### config.mk
export PLATFORM = sky130hd
export DESIGN_NAME = spi_slave_axis_rfg_protocol
export DESIGN_NICKNAME = d
export VERILOG_FILES = /design/src/rtl/spi_slave_axis_rfg_protocol.sv
export SDC_FILE = /design/constraint.sdc
export NUM_CORES = 1
export LEC_CHECK = 0
export ABC_CLOCK_PERIOD_IN_PS = 1850
export CAP_MARGIN = 25
export CORE_UTILIZATION = 40
export DETAILED_ROUTE_END_ITERATION = 8
export MAX_ROUTING_LAYER = met4
export PLACE_DENSITY = 0.74
export SYNTH_ARGS = -nofsm -noshare
export SYNTH_HDL_FRONTEND = slang
export SYNTH_SLANG_ARGS = --single-unit
export TNS_END_PERCENT = 1
### constraint.sdc
create_clock -name clk -period 1.85 [get_ports clk]
set_input_delay 0.185 -clock clk [delete_from_list [all_inputs] [get_ports clk]]
set_output_delay 0.185 -clock clk [all_outputs]
set_load 0.005 [all_outputs]
### src/rtl/spi_slave_axis_rfg_protocol.sv
// spi_slave_axis_rfg_protocol
//
// Decodes the byte stream that arrives from the SPI slave ingress stage. A
// frame is CMD, ADDR, LEN and then data. The decoder drives register-file
// write and read strobes. Read data goes back as an AXIS byte stream toward
// the SPI egress path.
//
// Ports
//   clk, res            clock; asynchronous active-high reset. The source
//                       must release reset synchronously to clk.
//   s_axis_*            incoming bytes. tready is always 1. tdest and tid
//                       are sampled together with the CMD byte.
//   m_axis_*            read-response bytes. tdest and tid are the values
//                       captured with CMD.
//   rfg_address         current register address (ADDR byte, zero-extended)
//   rfg_write           1-cycle write strobe, qualified by rfg_write_value
//   rfg_read            1-cycle read strobe; rfg_read_value is expected on
//                       the following cycle
//   frame_error         1-cycle pulse when a frame is aborted by the timeout
//
// CMD byte: bit 7 = write (0 = read), bit 6 = auto-increment the address,
// bits 5:0 are ignored. LEN = 0 means 256 bytes.
module spi_slave_axis_rfg_protocol #(
  parameter int AW             = 8,
  parameter int DEST_WIDTH     = 8,
  parameter int ID_WIDTH       = 8,
  parameter int TIMEOUT_CYCLES = 1024
) (
  input  logic                  clk,
  input  logic                  res,
  input  logic [7:0]            s_axis_tdata,
  input  logic                  s_axis_tvalid,
  output logic                  s_axis_tready,
  input  logic [DEST_WIDTH-1:0] s_axis_tdest,
  input  logic [ID_WIDTH-1:0]   s_axis_tid,
  output logic [7:0]            m_axis_tdata,
  output logic                  m_axis_tvalid,
  input  logic                  m_axis_tready,
  output logic [DEST_WIDTH-1:0] m_axis_tdest,
  output logic [ID_WIDTH-1:0]   m_axis_tid,
  output logic [AW-1:0]         rfg_address,
  output logic                  rfg_write,
  output logic [7:0]            rfg_write_value,
  output logic                  rfg_read,
  input  logic [7:0]            rfg_read_value,
  output logic                  frame_error
);

  // The idle counter never needs to hold more than TIMEOUT_CYCLES-1.
  localparam int TCW = (TIMEOUT_CYCLES > 2) ? $clog2(TIMEOUT_CYCLES) : 1;

  typedef enum logic [2:0] {
    S_IDLE,
    S_ADDR,
    S_LEN,
    S_WDATA,
    S_RREQ,
    S_RWAIT,
    S_RSEND
  } state_t;

  state_t                r_state;
  state_t                w_next_state;
  logic                  r_is_write;
  logic                  r_inc;
  logic [AW-1:0]         r_addr;
  logic [8:0]            r_count;
  logic [TCW-1:0]        r_idle;
  logic [DEST_WIDTH-1:0] r_tdest;
  logic [ID_WIDTH-1:0]   r_tid;
  logic                  r_rfg_write;
  logic [7:0]            r_write_value;
  logic [7:0]            r_m_tdata;
  logic                  r_m_tvalid;
  logic                  r_frame_error;

  logic w_in_frame;
  logic w_timeout;
  logic w_byte;
  logic w_handshake;
  logic w_rfg_read;

  // The timeout only runs while a frame header or its write data is still
  // expected. The timeout cycle is the TIMEOUT_CYCLES-th cycle after the last
  // accepted byte. A byte that arrives in that cycle loses to the abort.
  assign w_in_frame  = (r_state == S_ADDR) || (r_state == S_LEN) || (r_state == S_WDATA);
  assign w_timeout   = w_in_frame && (r_idle == TCW'(TIMEOUT_CYCLES - 1));
  assign w_byte      = s_axis_tvalid && !w_timeout;
  assign w_handshake = (r_state == S_RSEND) && r_m_tvalid && m_axis_tready;

  always_ff @(posedge clk or posedge res) begin
    if (res) r_state <= S_IDLE;
    else     r_state <= w_next_state;
  end

  // Bytes seen in the read states are SPI dummy bytes. No transition
  // consumes them there.
  always_comb begin
    w_next_state = r_state;
    w_rfg_read   = 1'b0;
    if (w_timeout) begin
      w_next_state = S_IDLE;
    end else begin
      case (r_state)
        S_IDLE:  if (s_axis_tvalid) w_next_state = S_ADDR;
        S_ADDR:  if (w_byte) w_next_state = S_LEN;
        S_LEN:   if (w_byte) w_next_state = r_is_write ? S_WDATA : S_RREQ;
        S_WDATA: if (w_byte && (r_count == 9'd1)) w_next_state = S_IDLE;
        S_RREQ: begin
          w_rfg_read   = 1'b1;
          w_next_state = S_RWAIT;
        end
        S_RWAIT: w_next_state = S_RSEND;
        S_RSEND: if (w_handshake) w_next_state = (r_count == 9'd1) ? S_IDLE : S_RREQ;
        default: w_next_state = S_IDLE;
      endcase
    end
  end

  // The write strobe is issued one cycle after its data byte. The address
  // advances after the strobe cycle. On the final byte, the FSM is already
  // back in IDLE while the strobe is out, so the next byte is taken as a new
  // CMD.
  always_ff @(posedge clk or posedge res) begin
    if (res) begin
      r_is_write    <= 1'b0;
      r_inc         <= 1'b0;
      r_addr        <= '0;
      r_count       <= '0;
      r_idle        <= '0;
      r_tdest       <= '0;
      r_tid         <= '0;
      r_rfg_write   <= 1'b0;
      r_write_value <= '0;
      r_m_tdata     <= '0;
      r_m_tvalid    <= 1'b0;
      r_frame_error <= 1'b0;
    end else begin
      r_frame_error <= w_timeout;
      r_rfg_write   <= (r_state == S_WDATA) && w_byte;

      if (!w_in_frame || s_axis_tvalid || w_timeout) r_idle <= '0;
      else                                           r_idle <= r_idle + TCW'(1);

      if (r_rfg_write && r_inc) r_addr <= r_addr + AW'(1);

      case (r_state)
        S_IDLE: begin
          if (s_axis_tvalid) begin
            r_is_write <= s_axis_tdata[7];
            r_inc      <= s_axis_tdata[6];
            r_tdest    <= s_axis_tdest;
            r_tid      <= s_axis_tid;
          end
        end
        S_ADDR: if (w_byte) r_addr <= AW'(s_axis_tdata);
        S_LEN: begin
          if (w_byte) r_count <= (s_axis_tdata == 8'd0) ? 9'd256 : {1'b0, s_axis_tdata};
        end
        S_WDATA: begin
          if (w_byte) begin
            r_write_value <= s_axis_tdata;
            r_count       <= r_count - 9'd1;
          end
        end
        S_RWAIT: begin
          r_m_tdata  <= rfg_read_value;
          r_m_tvalid <= 1'b1;
        end
        S_RSEND: begin
          if (w_handshake) begin
            r_m_tvalid <= 1'b0;
            r_count    <= r_count - 9'd1;
            if (r_inc) r_addr <= r_addr + AW'(1);
          end
        end
        default: ;
      endcase
    end
  end

  assign s_axis_tready   = 1'b1;
  assign m_axis_tdata    = r_m_tdata;
  assign m_axis_tvalid   = r_m_tvalid;
  assign m_axis_tdest    = r_tdest;
  assign m_axis_tid      = r_tid;
  assign rfg_address     = r_addr;
  assign rfg_write       = r_rfg_write;
  assign rfg_write_value = r_write_value;
  assign rfg_read        = w_rfg_read;
  assign frame_error     = r_frame_error;

endmodule

==> summary.txt <==
Power and ir drop
  – Maximum VDD drop: 0.782 mV
  – Leak pwr: 1.98 nW
  – PD cells: 1540 nW/um^2

Critical path
  – FF-to-FF setup slack: 0.1 ns
  – Worst EP arrival: 1.98 ns
  – Worst Setup SP: r_state[0]$_DFFE_PP0P_
  – Crit path to: rfg_address[0]$_DFF_PP0_
  – Setup crit start kind: flip-flop
  – Worst r2r dst: rfg_address[0]$_DFF_PP0_
  – Setup crit end kind: flip-flop
  – RR Startpoint: r_state[0]$_DFFE_PP0P_
  – CP max FO: 4
  – R2R depth: 4
  – Critical Path RT: 2.08 ns
  – Kind of critical path: reg -> reg

Routing
  – Routed len/inst: 15.7 um
  – Vias/cell: 5.32
  – DRC violations left: 0
  – Final WL: 8440 um
  – Routed Antenna Nets: 0
  – 1st-iter DRT viols: 125
  – Via Count: 2862
  – Pre-antenna DRT Iters: 4

Logic synthesis
  – Cell taking the most area after synthesis: dfrtp_1
  – Top-count cell post-synth: dfrtp_1
  – Syn Nets: 361
  – Asr flop ratio synth: 100%
  – Commonest cells post-synth: dfrtp_1, mux2_2, nor2_1
  – Yosys top cell area share: 48.2%
  – Number of synthesized register bits: 67
  – Leading post-synthesis cells by cell area: dfrtp_1, mux2_2, nand3_1, xor2_1, nor2_1
  – Ys Warns: 0
  – Yosys cell types: 58
  – Part of the Yosys area used for sequential elements: 48.2%
  – Mapped Cells: 321
  – Avg Cell Area, Syn: 10.8 sq um
  – Synth Cell Area: 3480 sq um
  – Ys flop type: dfrtp_1
  – Number of synthesized flops with an enable pin: 0

Min path
  – Worst min-delay path category: in -> async

Clock network
  – Clock Path Buffers: 2
  – Sink Count: 67
  – Clock Root Buffer: clkbuf_8
  – CTS buffer count: 9
  – CTS Hold Bufs: 0
  – Worst-path clk slew: 0.08 ns
  – Clock Latency Late Sink: 0.35 ns
  – CTS tree: done
  – CTS H-tree depth: 3

Layout
  – Layout Cells excl Fill: 538
  – Post-route cell area: 4810 sq um
  – Proportion of layout cells with a drive suffix above 1: 22.4%
  – Area Growth Syn to Fin: 38.1%
  – Nets: 468
  – # diodes: 0

STA
  – RSZ-0062 raised after global routing: false
  – Max frequency: 570 MHz
  – Final slew viol count: 0
  – Minimum clock period: 1.75 ns
  – Setup TNS: 0 ns
  – Final Cycle Share: 94.9%
  – Final setup viols: 0
  – Worst Skew: 0.0163 ns
  – Final hold vios: 0

GRT
  – Most used routing layer: met2
  – GR Util met1: 26.3%
  – GRT Util Overall: 21.2%
  – Largest net degree at the start of global routing: 68
  – First-pass GRT wire length: 14200 um
  – Grt ovf: 0
  – Vias in the first global route: 2963
  – Met2 Use GR: 33.9%
  – Met3 Use GR: 4.07%
  – Initial antenna violation count: 0

Die
  – Die X: 95.3 um
  – Num rows: 33
  – Core area: 8300 sq um
  – Initial core utilization: 41.9%
  – # IOs: 81
  – Chip height: 95.3 um
  – Die area: 9080 sq um

Place
  – Port Buffers: 79
  – Hpwl dp: 6130 um
  – DP Area: 4590 sq um
  – Cells after DPL: 522
  – Gpl congestion: 0.873

Run status
  – Run status: complete, no violations

Flow run
  – Max Cap Viol: 0
==> critical path, cell delays in order (launching register included) <==
cell      delay (ns)
dfrtp_1         0.40
or2_4           0.28
and4_4          0.22
a211oi_2        0.36
mux2_2          0.38
==> power by group <==
part	internal (mW)	switching (mW)
clock network	0.756	0.563
registers	2.09	0.481
logic	2.02	1.48
total	4.86	2.53
==> per-layer routing <==
metal	wire length (um)	vias to the layer above	share of wire, %
met5	0	-	0
met4	146	0	1.7
met3	433	14	5.1
met2	4120	86	49
met1	3740	1379	44
li1	-	1383	-
==> cell type report <==
class / instances / area, sq um
clock buffers: 11 / 131
inverters: 11 / 45.0
flip-flops and latches: 67 / 1680
multi-input cells: 228 / 1690
fillers: 690 / 3490
well taps: 105 / 131
repair buffers: 111 / 1050
clock inverters: 5 / 77.6
==> cells by family (layout without fill, tap and decap cells) <==
logic type      after synthesis  in the layout  synth area share, %
mux                          41             41                 13.1
fa+ha+maj                     4              4                 1.44
simple gates                106            106                 16.4
compound gates               58             58                 12.6
other cells                   1              1                0.108
xor+xnor                     18             18                 4.53
flops                        67             67                 48.2
buf+inv                      26            138                 3.63
==> state kept, by name, indices dropped and copies added, names as in the netlist <==
signal	cells
m_axis_tdest	8
m_axis_tdata	8
rfg_address	8
r_count	9
m_axis_tid	8
r_inc	1
r_state	3
r_is_write	1
rfg_write_value	8
rfg_write	1
r_idle	10
m_axis_tvalid	1
frame_error	1
==> what timing repair did <==
action	in CTS	in global routing
resized for setup	2	3
cloned	0	0
endpoints found under the setup margin	1	7
buffers inserted	0	0
pin swaps	0	1
==> worst min path at each step <==
stage | startpoint | to | slack (ns) | depth (start not counted)
2_1_floorplan | m_axis_tready | m_axis_tvalid$_DFFE_PP0P_ | 0.29 | 1
3_3_place_gp | m_axis_tdata[7]$_DFFE_PP0P_ | m_axis_tdata[7]$_DFFE_PP0P_ | 0.49 | 1
3_5_place_dp | rfg_write_value[1]$_DFFE_PP0P_ | rfg_write_value[1]$_DFFE_PP0P_ | 0.49 | 1
4_1_cts | res | frame_error$_DFF_PP0_ | 0.29 | 3
5_1_grt | res | r_state[0]$_DFFE_PP0P_ | 0.31 | 3
6_report | res | frame_error$_DFF_PP0_ | 0.26 | 3
==> metrics by stage <==
stage	hold slack [ns]	setup slack, ns	total power [mW]	util [%]
6_report	0.263	0.0952	7.38	57.9
5_1_grt	0.308	0.00390	7.91	57.9
4_1_cts	0.286	0.0704	7.43	57.8
3_5_place_dp	0.492	0.0295	6.08	55.3
3_3_place_gp	0.487	0.0728	5.98	55.3
2_1_floorplan	0.292	0.0451	4.41	-
==> layout by cell type (no fill, tap or decap), types with 10 or more instances in the layout <==
cell and n:
mux2_2 36, dfrtp_1 67, a21oi_1 13, clkdlybuf4s50_1 78, xor2_1 12, nand2_1 15
buf_4 30, inv_1 10, nand3_1 21, nor2_1 25
(Power assumes the default switching activity.)
==> patch 1: new RTL, same flow settings <==
Encoding of `state_t`: now Gray code (3 bits for 7 states).
--- a/src/rtl/spi_slave_axis_rfg_protocol.sv
+++ b/src/rtl/spi_slave_axis_rfg_protocol.sv
@@ -50,13 +50,13 @@
   localparam int TCW = (TIMEOUT_CYCLES > 2) ? $clog2(TIMEOUT_CYCLES) : 1;
 
   typedef enum logic [2:0] {
-    S_IDLE,
-    S_ADDR,
-    S_LEN,
-    S_WDATA,
-    S_RREQ,
-    S_RWAIT,
-    S_RSEND
+    S_IDLE  = 3'b000,
+    S_ADDR  = 3'b001,
+    S_LEN   = 3'b011,
+    S_WDATA = 3'b010,
+    S_RREQ  = 3'b110,
+    S_RWAIT = 3'b111,
+    S_RSEND = 3'b101
   } state_t;
 
   state_t                r_state;
Function: no difference found for any inputs over 10 cycles, from zero or initial values; not proved beyond that.
==> patch 1 against the unedited design <==
Count of clock-buffer cells in the layout up 1; sequential cell count unchanged; non-clock buffer count up 1; critical endpoint is now rfg_write_value[0]$_DFFE_PP0P_; critical path type unchanged; design area is 1.7% lower; sequential share of layout area is 0.60 points higher; setup slack got worse by 0.069 ns; die area down 6.9%; total power decreased by 1.0%; clock power is 18% higher; wire length is 6.2% lower; largest power group unchanged; sequential power down 2%; synthesized area shrank 7.1%.
==> patch 1: results <==
export IMPL_status="finished clean"
export IMPL_fillerInstances=648
export IMPL_seq_cell_share_pct=35.5
export IMPL_clockNetworkAreaShare_pct=5.51
export IMPL_nMultiInputCombCells=205
export IMPL_path_max_fanout=9
export IMPL_dr_first_iter_drc_count=164
export IMPL_dp_final_hpwl_mm=5.67
export IMPL_max_freq_ghz=0.548
export IMPL_final_nets=441
export IMPL_nFlopsAndLatches=67
export IMPL_first_global_vias=2755
export IMPL_grt_total_usage_pct=20.7
export IMPL_critPathMaxStageDelay_ns=0.42
export IMPL_worst_hold_slack_ns=0.220
export IMPL_gp_congestion=0.875
export IMPL_yosys_top_cells_area="dfrtp_1, mux2_2, xnor2_1"
export IMPL_cts_resized=6
export IMPL_dp_cells=491
export IMPL_syn_inst=288
export IMPL_area_share_nonclk_buffers_pct=23.3
export IMPL_pre_cts_ws_ns=-0.0377
export IMPL_syn_nets=328
export IMPL_r2r_slack_ns=0.03
export IMPL_worst_r2r_endpoint="rfg_write_value[0]$_DFFE_PP0P_"
export IMPL_area_delta_synth_final_pct=46.1
export IMPL_clkbuf_count=12
export IMPL_post_drt_wl_per_cell_um=15.6
export IMPL_grt_pass1_wl_mm=13.1
export IMPL_vias=2642
export IMPL_worstPathArrival_ns=2.06
export IMPL_finalSetupTns_ns=0
export IMPL_powerClk_mw=1.56
export IMPL_taps=102
export IMPL_p_comb_share_pct=44.1
export IMPL_routed_via_density=5.20
export IMPL_clock_skew_ns=0.00683
export IMPL_crit_path_end="rfg_write_value[0]$_DFFE_PP0P_"
export IMPL_crit_family="buffers and inverters"
export IMPL_startpoint="r_state[0]$_DFFE_PP0P_"
export IMPL_multi_input_area_share_pct=32.6
export IMPL_synth_common_cells="dfrtp_1, mux2_2, nand2_1"
export IMPL_p_comb_mw=3.22
export IMPL_n_all_buffers=112
export IMPL_reg2reg_depth=7
export IMPL_power_switching_mw=2.30
## patch 1: cell types whose count changed after synthesis, moves of 5 or more
cell      before  now
inv_1         11    6
nand2_1       15   22
nand3_1       21    9
nand4_1        6    1
o211ai_1       9    1
o21ai_0        4   18
xnor2_1        6   11
xor2_1        12    5
## patch 1: worst min-delay path, cell delays in order
cell	delay [ns]
clkdlybuf4s50_1	0.41
inv_2	0.07
buf_12	0.31
## patch 1: kinds of logic after synthesis
family | after synthesis | share of synthesized area, %
DFF | 67 | 51.9
xor gates and xnor gates | 16 | 4.33
other | 1 | 0.116
muxes | 37 | 12.8
buffers and inverters | 16 | 2.59
AOI/OAI and AO/OA | 55 | 11.6
adders and majority gates | 4 | 1.55
and+or+nand+nor | 92 | 15.2
## patch 1: routing by layer
layer  up-vias  track usage, %  wire length (µm)
li1       1252               -                 -
met1      1277            24.3              3420
met2        96            32.6              3890
met3        17            6.47               472
met4         0            9.11               134
met5         -               -                 0
==> patch 2: new RTL, same settings <==
Made on the original files. `DEST_WIDTH`: 8 -> 12.
--- a/src/rtl/spi_slave_axis_rfg_protocol.sv
+++ b/src/rtl/spi_slave_axis_rfg_protocol.sv
@@ -22,7 +22,7 @@
 // bits 5:0 are ignored. LEN = 0 means 256 bytes.
 module spi_slave_axis_rfg_protocol #(
   parameter int AW             = 8,
-  parameter int DEST_WIDTH     = 8,
+  parameter int DEST_WIDTH     = 12,
   parameter int ID_WIDTH       = 8,
   parameter int TIMEOUT_CYCLES = 1024
 ) (
Ports: changed (resized m_axis_tdest and s_axis_tdest); port bits go from 81 to 89. No check against the original RTL was run, so the function may have changed too.
==> patch 2 against the unedited design <==
Synthesized area grew 0.32%; total power grew 2.9%; clock skew shrank 0.0032 ns; design area grew 4.1%; wire length grew 4.4%; sequential share of layout area grew 0.63 points; die area grew 0.32%; sequential cell count grew 4; setup slack lost 0.087 ns; largest power group unchanged.
==> patch 2: results <==
export IMPL_worst_hold_slack_ns=0.202
export IMPL_dr_first_iter_drc_count=130
export IMPL_max_freq_ghz=0.543
export IMPL_routed_wl_met2_mm=4.41
export IMPL_worstPathArrival_ns=2.08
export IMPL_dp_final_hpwl_mm=6.31
export IMPL_drtPass1Iterations=5
export IMPL_startpoint="r_state[1]$_DFFE_PP0P_"
export IMPL_area_delta_synth_final_pct=43.3
export IMPL_wirelength_mm=8.80
export IMPL_dp_cells=533
export IMPL_largest_reg_flops=12
export IMPL_drive_above_1_share_pct=25.5
export IMPL_cts_sinks=71
export IMPL_clock_skew_ns=0.0131
export IMPL_critPathMaxStageDelay_ns=0.60
export IMPL_grt_max_degree=29
export IMPL_r2r_slack_ns=0.008
export IMPL_multi_input_area_um2=1660
export IMPL_clockNetworkAreaShare_pct=4.10
export IMPL_final_nets=486
export IMPL_wl_met1_mm=3.84
export IMPL_slowest_stage="or4_4"
export IMPL_grt_use_met3_pct=4.39
export IMPL_use_met1_pct=26.0
export IMPL_routed_via_density=5.32
export IMPL_inverters=10
export IMPL_dpl_instance_area_um2=4720
export IMPL_multi_input_area_share_pct=33.2
export IMPL_path_max_fanout=6
export IMPL_wl_met3_um=340
export IMPL_port_buffers=87
export IMPL_synth_common_cells="dfrtp_1, mux2_2, nor2_1"
export IMPL_area_share_nonclk_buffers_pct=23.7
export IMPL_yosys_top_cells_area="dfrtp_1, mux2_2, nor2_1"
export IMPL_power_leakage_nw=2.08
export IMPL_status="finished clean"
export IMPL_final_util_pct=60.0
export IMPL_n_all_buffers=123
export IMPL_final_cells=552
export IMPL_syn_nets=364
export IMPL_first_global_vias=3084
export IMPL_grt_pass1_wl_mm=14.6
export IMPL_yosysSeqAreaShare_pct=50.9
export IMPL_fillerInstances=699
export IMPL_vdd_drop_max_mv=0.750
patch 2: power by group:
group | switching [mW] | internal (mW) | leakage, nW
clock network | 0.652 | 0.636 | 0.100
registers | 0.532 | 2.23 | 0.861
logic | 1.44 | 2.11 | 1.12
total | 2.63 | 4.97 | 2.08
patch 2: kinds of logic after synthesis:
logic type | count (synthesis) | share of synthesized area, %
flip-flops | 71 | 50.9
buffers and inverters | 23 | 3.40
AND/OR/NAND/NOR | 105 | 15.6
other | 1 | 0.107
XOR/XNOR | 11 | 2.76
multiplexers | 41 | 13.2
AO/OA/AOI/OAI | 64 | 12.6
adder cells (fa/ha/maj) | 4 | 1.43
patch 2: timing repair:
item / 4_1_cts / 5_1_grt
cloned: 1 / 0
setup buffers: 2 / 0
hold endpoints to repair: 0 / 0
resized for setup: 5 / 10
endpoints found under the setup margin: 23 / 32
hold buffers: 0 / 0
pin swaps: 3 / 3
